### src/rtl/mant_div_r2_if.sv
// Handshake/data bundle for the radix-2 mantissa divider.
// Signals: start_i/n_i/d_i (request), busy_o/valid_o (status),
//          q_o/rem_nz_o/div_zero_o (result, valid while valid_o is high).
interface mant_div_r2_if #(
  parameter int WIDTH = 24
);
  logic             start_i;
  logic [WIDTH-1:0] n_i;
  logic [WIDTH-1:0] d_i;
  logic             busy_o;
  logic             valid_o;
  logic [WIDTH+1:0] q_o;
  logic             rem_nz_o;
  logic             div_zero_o;

  // Requester side: issues start with operands, observes status and result.
  modport master (
    output start_i, n_i, d_i,
    input  busy_o, valid_o, q_o, rem_nz_o, div_zero_o
  );

  // Divider side.
  modport slave (
    input  start_i, n_i, d_i,
    output busy_o, valid_o, q_o, rem_nz_o, div_zero_o
  );
endinterface

### src/rtl/mant_div_r2.sv
// Sequential radix-2 restoring significand divider: q = floor(n * 2^(WIDTH+1) / d),
// one quotient bit per clock, plus sticky (remainder != 0) and divide-by-zero flags.
// Ports: clk_i, reset_i (async, active-low), bus (mant_div_r2_if.slave: start/operands in,
//        busy/valid/result out).
// Latency WIDTH+2 cycles from the start-sampling edge; start is ignored while busy.
// Optional macro MANT_DIV_EARLY_ZERO_EN: zero dividend/divisor completes one cycle after start.
module mant_div_r2 #(
  parameter int WIDTH = 24
) (
  input  logic         clk_i,
  input  logic         reset_i,
  mant_div_r2_if.slave bus
);

  localparam int CW = $clog2(WIDTH + 2);
  localparam logic [CW-1:0] LAST_STEP = CW'(WIDTH + 1);

  typedef enum logic [1:0] {
    IDLE = 2'd0,
    RUN  = 2'd1,
    DONE = 2'd2
  } state_t;

  state_t           state;
  logic [WIDTH-1:0] d_q;      // latched divisor
  logic [WIDTH:0]   r_q;      // partial remainder, always < 2*D for in-contract divisors
  logic [WIDTH+1:0] q_sr;     // quotient shift register
  logic [CW-1:0]    cnt;
  logic             dz_q;     // divisor was zero

  logic             busy_r;
  logic             valid_r;
  logic [WIDTH+1:0] q_r;
  logic             rem_nz_r;
  logic             div_zero_r;

  // One restoring step: compare, conditionally subtract, then shift left.
  // The shift naturally discards bit WIDTH, which is zero whenever a
  // subtraction happened and R < 2D holds.
  logic             ge;
  logic [WIDTH:0]   r_sub;
  logic [WIDTH:0]   r_sel;
  logic [WIDTH:0]   r_nxt;
  logic [WIDTH+1:0] q_nxt;

  always_comb begin
    ge    = (r_q >= {1'b0, d_q});
    r_sub = r_q - {1'b0, d_q};
    r_sel = ge ? r_sub : r_q;
    r_nxt = r_sel << 1;
    q_nxt = (q_sr << 1) | {{(WIDTH+1){1'b0}}, ge};
  end

  always_ff @(posedge clk_i or negedge reset_i) begin
    if (!reset_i) begin
      state      <= IDLE;
      d_q        <= '0;
      r_q        <= '0;
      q_sr       <= '0;
      cnt        <= '0;
      dz_q       <= 1'b0;
      busy_r     <= 1'b0;
      valid_r    <= 1'b0;
      q_r        <= '0;
      rem_nz_r   <= 1'b0;
      div_zero_r <= 1'b0;
    end else begin
      case (state)
        IDLE, DONE: begin
          valid_r <= 1'b0;
          if (bus.start_i) begin
            d_q  <= bus.d_i;
            r_q  <= {1'b0, bus.n_i};
            q_sr <= '0;
            cnt  <= '0;
            dz_q <= (bus.d_i == '0);
`ifdef MANT_DIV_EARLY_ZERO_EN
            if (bus.n_i == '0 || bus.d_i == '0) begin
              // Result is known without iterating; publish it directly.
              state      <= DONE;
              busy_r     <= 1'b0;
              valid_r    <= 1'b1;
              q_r        <= (bus.d_i == '0) ? '1 : '0;
              rem_nz_r   <= 1'b0;
              div_zero_r <= (bus.d_i == '0);
            end else begin
              state  <= RUN;
              busy_r <= 1'b1;
            end
`else
            state  <= RUN;
            busy_r <= 1'b1;
`endif
          end else begin
            state  <= IDLE;
            busy_r <= 1'b0;
          end
        end

        RUN: begin
          r_q  <= r_nxt;
          q_sr <= q_nxt;
          cnt  <= cnt + CW'(1);
          if (cnt == LAST_STEP) begin
            state      <= DONE;
            busy_r     <= 1'b0;
            valid_r    <= 1'b1;
            // A zero divisor still iterates, but the result is forced.
            q_r        <= dz_q ? '1 : q_nxt;
            rem_nz_r   <= dz_q ? 1'b0 : (|r_nxt);
            div_zero_r <= dz_q;
          end
        end

        default: begin
          state   <= IDLE;
          busy_r  <= 1'b0;
          valid_r <= 1'b0;
        end
      endcase
    end
  end

  assign bus.busy_o     = busy_r;
  assign bus.valid_o    = valid_r;
  assign bus.q_o        = q_r;
  assign bus.rem_nz_o   = rem_nz_r;
  assign bus.div_zero_o = div_zero_r;

endmodule
### src/flat_wrapper.sv
// flat-port wrapper written by rule: the top's interface ports become plain ports
module mant_div_r2_flat 
#(
  parameter int WIDTH = 24
)
  (clk_i, reset_i, bus_start_i, bus_n_i, bus_d_i, bus_busy_o, bus_valid_o, bus_q_o, bus_rem_nz_o, bus_div_zero_o);
  mant_div_r2_if #(.WIDTH(WIDTH)) bus_i ();
  input  logic clk_i;
  input  logic reset_i;
  input wire logic [$bits(bus_i.start_i)-1:0] bus_start_i;
  input wire logic [$bits(bus_i.n_i)-1:0] bus_n_i;
  input wire logic [$bits(bus_i.d_i)-1:0] bus_d_i;
  output wire logic [$bits(bus_i.busy_o)-1:0] bus_busy_o;
  output wire logic [$bits(bus_i.valid_o)-1:0] bus_valid_o;
  output wire logic [$bits(bus_i.q_o)-1:0] bus_q_o;
  output wire logic [$bits(bus_i.rem_nz_o)-1:0] bus_rem_nz_o;
  output wire logic [$bits(bus_i.div_zero_o)-1:0] bus_div_zero_o;
  assign bus_i.start_i = bus_start_i;
  assign bus_i.n_i = bus_n_i;
  assign bus_i.d_i = bus_d_i;
  assign bus_busy_o = bus_i.busy_o;
  assign bus_valid_o = bus_i.valid_o;
  assign bus_q_o = bus_i.q_o;
  assign bus_rem_nz_o = bus_i.rem_nz_o;
  assign bus_div_zero_o = bus_i.div_zero_o;
  mant_div_r2 #(.WIDTH(WIDTH)) u_core (.clk_i(clk_i), .reset_i(reset_i), .bus(bus_i));
endmodule
### config.mk
export PLATFORM = sky130hd
export DESIGN_NAME = mant_div_r2_flat
export DESIGN_NICKNAME = d
export VERILOG_FILES = /design/src/rtl/mant_div_r2_if.sv /design/src/rtl/mant_div_r2.sv /design/src/flat_wrapper.sv
export SDC_FILE = /design/constraint.sdc
export NUM_CORES = 1
export LEC_CHECK = 0
export ABC_AREA = 1
export CORE_ASPECT_RATIO = 1.4
export CORE_MARGIN = 10
export CORE_UTILIZATION = 40
export CTS_CLUSTER_DIAMETER = 120
export DETAILED_ROUTE_END_ITERATION = 10
export PLACE_DENSITY_LB_ADDON = 0.3
export SLEW_MARGIN = 20
export SYNTH_ARGS = -nofsm -noshare
export SYNTH_HDL_FRONTEND = slang
export SYNTH_SLANG_ARGS = --single-unit
### constraint.sdc
create_clock -name clk_i -period 4.4 [get_ports clk_i]
set_input_delay 0.44 -clock clk_i [delete_from_list [all_inputs] [get_ports clk_i]]
set_output_delay 0.44 -clock clk_i [all_outputs]
set_load 0.02 [all_outputs]
==> results.sh <==
export IMPL_status="complete, but fails checks"
export IMPL_failed_checks="hold timing"
export IMPL_p_comb_frac=0.662
export IMPL_r2r_start="u_core.r_q[2]"
export IMPL_synthFlopType="dfrtp_1"
export IMPL_slew_limit_headroom=0.422
export IMPL_ir_drop_v=0.000399
export IMPL_wire_per_inst_um=16.0
export IMPL_hp_class="primary input to asynchronous set/reset pin"
export IMPL_portBuffers=80
export IMPL_dieArea_um2=22200
export IMPL_syn_inst=927
export IMPL_tightest_slew_ns=0.865
export IMPL_dieWidth_um=129
export IMPL_leakagePower_nw=3.98
export IMPL_slew_violations=0
export IMPL_swShare=0.515
export IMPL_die_h_um=172
export IMPL_area_growth_pct=18.7
export IMPL_yosys_warnings=0
export IMPL_seq_area_frac_synth=0.415
export IMPL_gp_congestion=0.975
export IMPL_io_pins=81
export IMPL_worstSkewPairLatency_ns=0.36
export IMPL_dp_slack_ns=1.48
export IMPL_cts_resized=0
export IMPL_postCtsSetupBuffers=0
export IMPL_layout_common_cells="281 x nand2_1, 149 x inv_1, 110 x dfrtp_1, 79 x clkdlybuf4s50_1, 68 x nor2_1"
export IMPL_dp_hpwl_um=14700
export IMPL_path_clk_slew_ns=0.08
export IMPL_routed_via_density=4.96
export IMPL_grt_pass1_wl_um=30900
export IMPL_drt_first_pass_iters=5
export IMPL_seqPwrFrac=0.232
export IMPL_finalHoldWorstSlack_ns=-0.00351
export IMPL_drtAntennaViolNets=0
export IMPL_cts_tree="built"
export IMPL_synth_area_um2=6640
export IMPL_crit_required_ns=4.65
export IMPL_setup_viol=0
export IMPL_cpMostUsedCell="nand2_1"
export IMPL_arrival_ns=3.17
export IMPL_p_clk_frac=0.106
export IMPL_drc=0
export IMPL_cp_start_kind="flip-flop"
export IMPL_synth_top_area_frac=0.415
export IMPL_yosysUniqueCellTypes=32
export IMPL_htree_levels=3
export IMPL_diodes=0
export IMPL_fin_ws_ns=1.48
export IMPL_grt_max_degree=55
export IMPL_antenna_found_initial=0
export IMPL_start_util=0.409
export IMPL_hold_buffers=0
export IMPL_p_int_mw=3.60
export IMPL_vias=5953
export IMPL_switchingPower_mw=3.82
export IMPL_post_dp_cell_area_um2=7610
export IMPL_routed_wl_um=19200
export IMPL_cp_slowest_cell="ha_1"
export IMPL_r2r_cells=16
export IMPL_syn_num_nets=1005
export IMPL_cts_root_buf="clkbuf_16"
export IMPL_grt_ovfl_total=0
export IMPL_period_needed_ns=2.92
export IMPL_stdcell_area_um2=7880
export IMPL_cp_max_fo=36
export IMPL_syn_avg_cell_area_um2=7.16
export IMPL_timing_worst_setup_path_type="flip-flop to flip-flop"
export IMPL_r2r_setup_slack_ns=1.48
export IMPL_netlist_top_cells_area="dfrtp_1 41%, nand2_1 16%, inv_1 8.4%"
export IMPL_rsz0062_at_grt="false"
export IMPL_coreArea_um2=16200
export IMPL_cts_buffers=9
export IMPL_drive_gt1_frac=0.0729
export IMPL_ys_ff_latch=110
export IMPL_tns_ns=0
export IMPL_async_flop_share=1.00
export IMPL_r2r_end="u_core.bus.rem_nz_o"
export IMPL_clk_path_buf_depth=2
export IMPL_drtIter0Drc=351
export IMPL_cap_violations=0
export IMPL_crit_chain="ha_1 > nand2_1 > nor3_1 > nand2_2 > nor2_4 > nor2_4 > nand3_4 > inv_4 > nand2_1 > nand2_1 > nor2_1 > nand2_1 > nor2_1 > nand3_1 > nand2_1 > nand2_1"
export IMPL_max_freq_mhz=342
export IMPL_hold_viol_final=6
export IMPL_synth_area_leader_cell="dfrtp_1"
export IMPL_cts_sinks=110
export IMPL_endpoint_kind="flip-flop"
export IMPL_cpPeakStageDelay_ns=0.42
export IMPL_layout_commonest_cell="nand2_1"
export IMPL_power_density_nw_per_um2=942
export IMPL_grt_pass1_vias=5986
export IMPL_finClkSkew_ns=0.00693
export IMPL_final_nets=1075
export IMPL_fp_row_count=55
export IMPL_synth_edf_count=0
export IMPL_finalCritPeriodShare=0.664
export IMPL_track_usage=0.179
-- worst max path at each step --
| stage | slack (ns) | cells after the start | to | from |
|---|---|---|---|---|
| floorplan | 2.21 | 20 | u_core.bus.rem_nz_o | u_core.r_q[0] |
| global placement | 1.46 | 16 | u_core.bus.rem_nz_o | u_core.r_q[2] |
| detailed placement | 1.48 | 16 | u_core.bus.rem_nz_o | u_core.r_q[2] |
| CTS | 1.45 | 16 | u_core.bus.rem_nz_o | u_core.r_q[2] |
| global route | 1.16 | 17 | u_core.bus.rem_nz_o | u_core.r_q[18] |
| finish | 1.48 | 16 | u_core.bus.rem_nz_o | u_core.r_q[2] |
-- through the flow --
step / power, mW / cells / utilization
after floorplan: 5.37 / 927 / -
after global placement: 6.58 / 1185 / 0.468
after detailed placement: 6.63 / 1185 / 0.468
after CTS: 7.46 / 1201 / 0.485
after global routing: 8.22 / 1201 / 0.485
final: 7.43 / 1201 / 0.485
-- synth_stat cells (4+ instances only) --
library cell,instances
nor4_1,5
o21ai_0,29
inv_1,149
nor2_4,6
nand4_1,12
o211ai_1,10
o21ai_1,10
nand2_1,281
inv_2,10
nor2_1,71
a21oi_1,42
xor2_1,8
dfrtp_1,110
nand2_2,21
o22ai_1,27
nor2_2,4
nand3b_1,4
clkbuf_1,22
buf_6,5
nand3_1,60
ha_1,26
-- kinds of logic after synthesis --
kind of cell,share of synthesized area
AOI/OAI and AO/OA,0.0978
muxes,0.00151
DFF,0.415
xor gates and xnor gates,0.0106
adders and majority gates,0.0520
buffers and inverters,0.114
and+or+nand+nor,0.309
-- worst max-delay path, delay by kind of cell (launching register included) --
family / cells / cell delay (ns)
DFF: 1 / 0.41
buffers and inverters: 1 / 0.18
and+or+nand+nor: 14 / 1.80
adders and majority gates: 1 / 0.42
-- power by group through the flow --
stage               Sequential, mW  Clock [mW]  Combinational, mW
floorplan                     1.82           0               3.54
global placement              1.73           0               4.85
detailed placement            1.74           0               4.90
CTS                           1.73       0.808               4.92
global route                  1.78       0.844               5.60
finish                        1.72       0.787               4.91
-- state kept, by name, indices dropped and copies added (netlist names), 5 cells and up --
name,cells
u_core.cnt,5
u_core.r_q,25
u_core.d_q,24
u_core.q_sr,25
u_core.bus.q_o,26
-- routing by layer --
metal  wire length, um  global-route usage
met1              7740               0.203
met2              9750               0.304
met3               985              0.0460
met4               771              0.0882
met5                 0                   0
-- layout make-up --
class / instances / area [um^2]
multi-input combinational: 627 / 3140
sequential: 110 / 2750
clock inverter: 5 / 42.5
timing repair buffer: 89 / 866
fill: 1642 / 8360
inverter: 160 / 603
clock buffer: 11 / 233
tap: 199 / 249
Note: power is estimated with default switching activity, not from simulation.
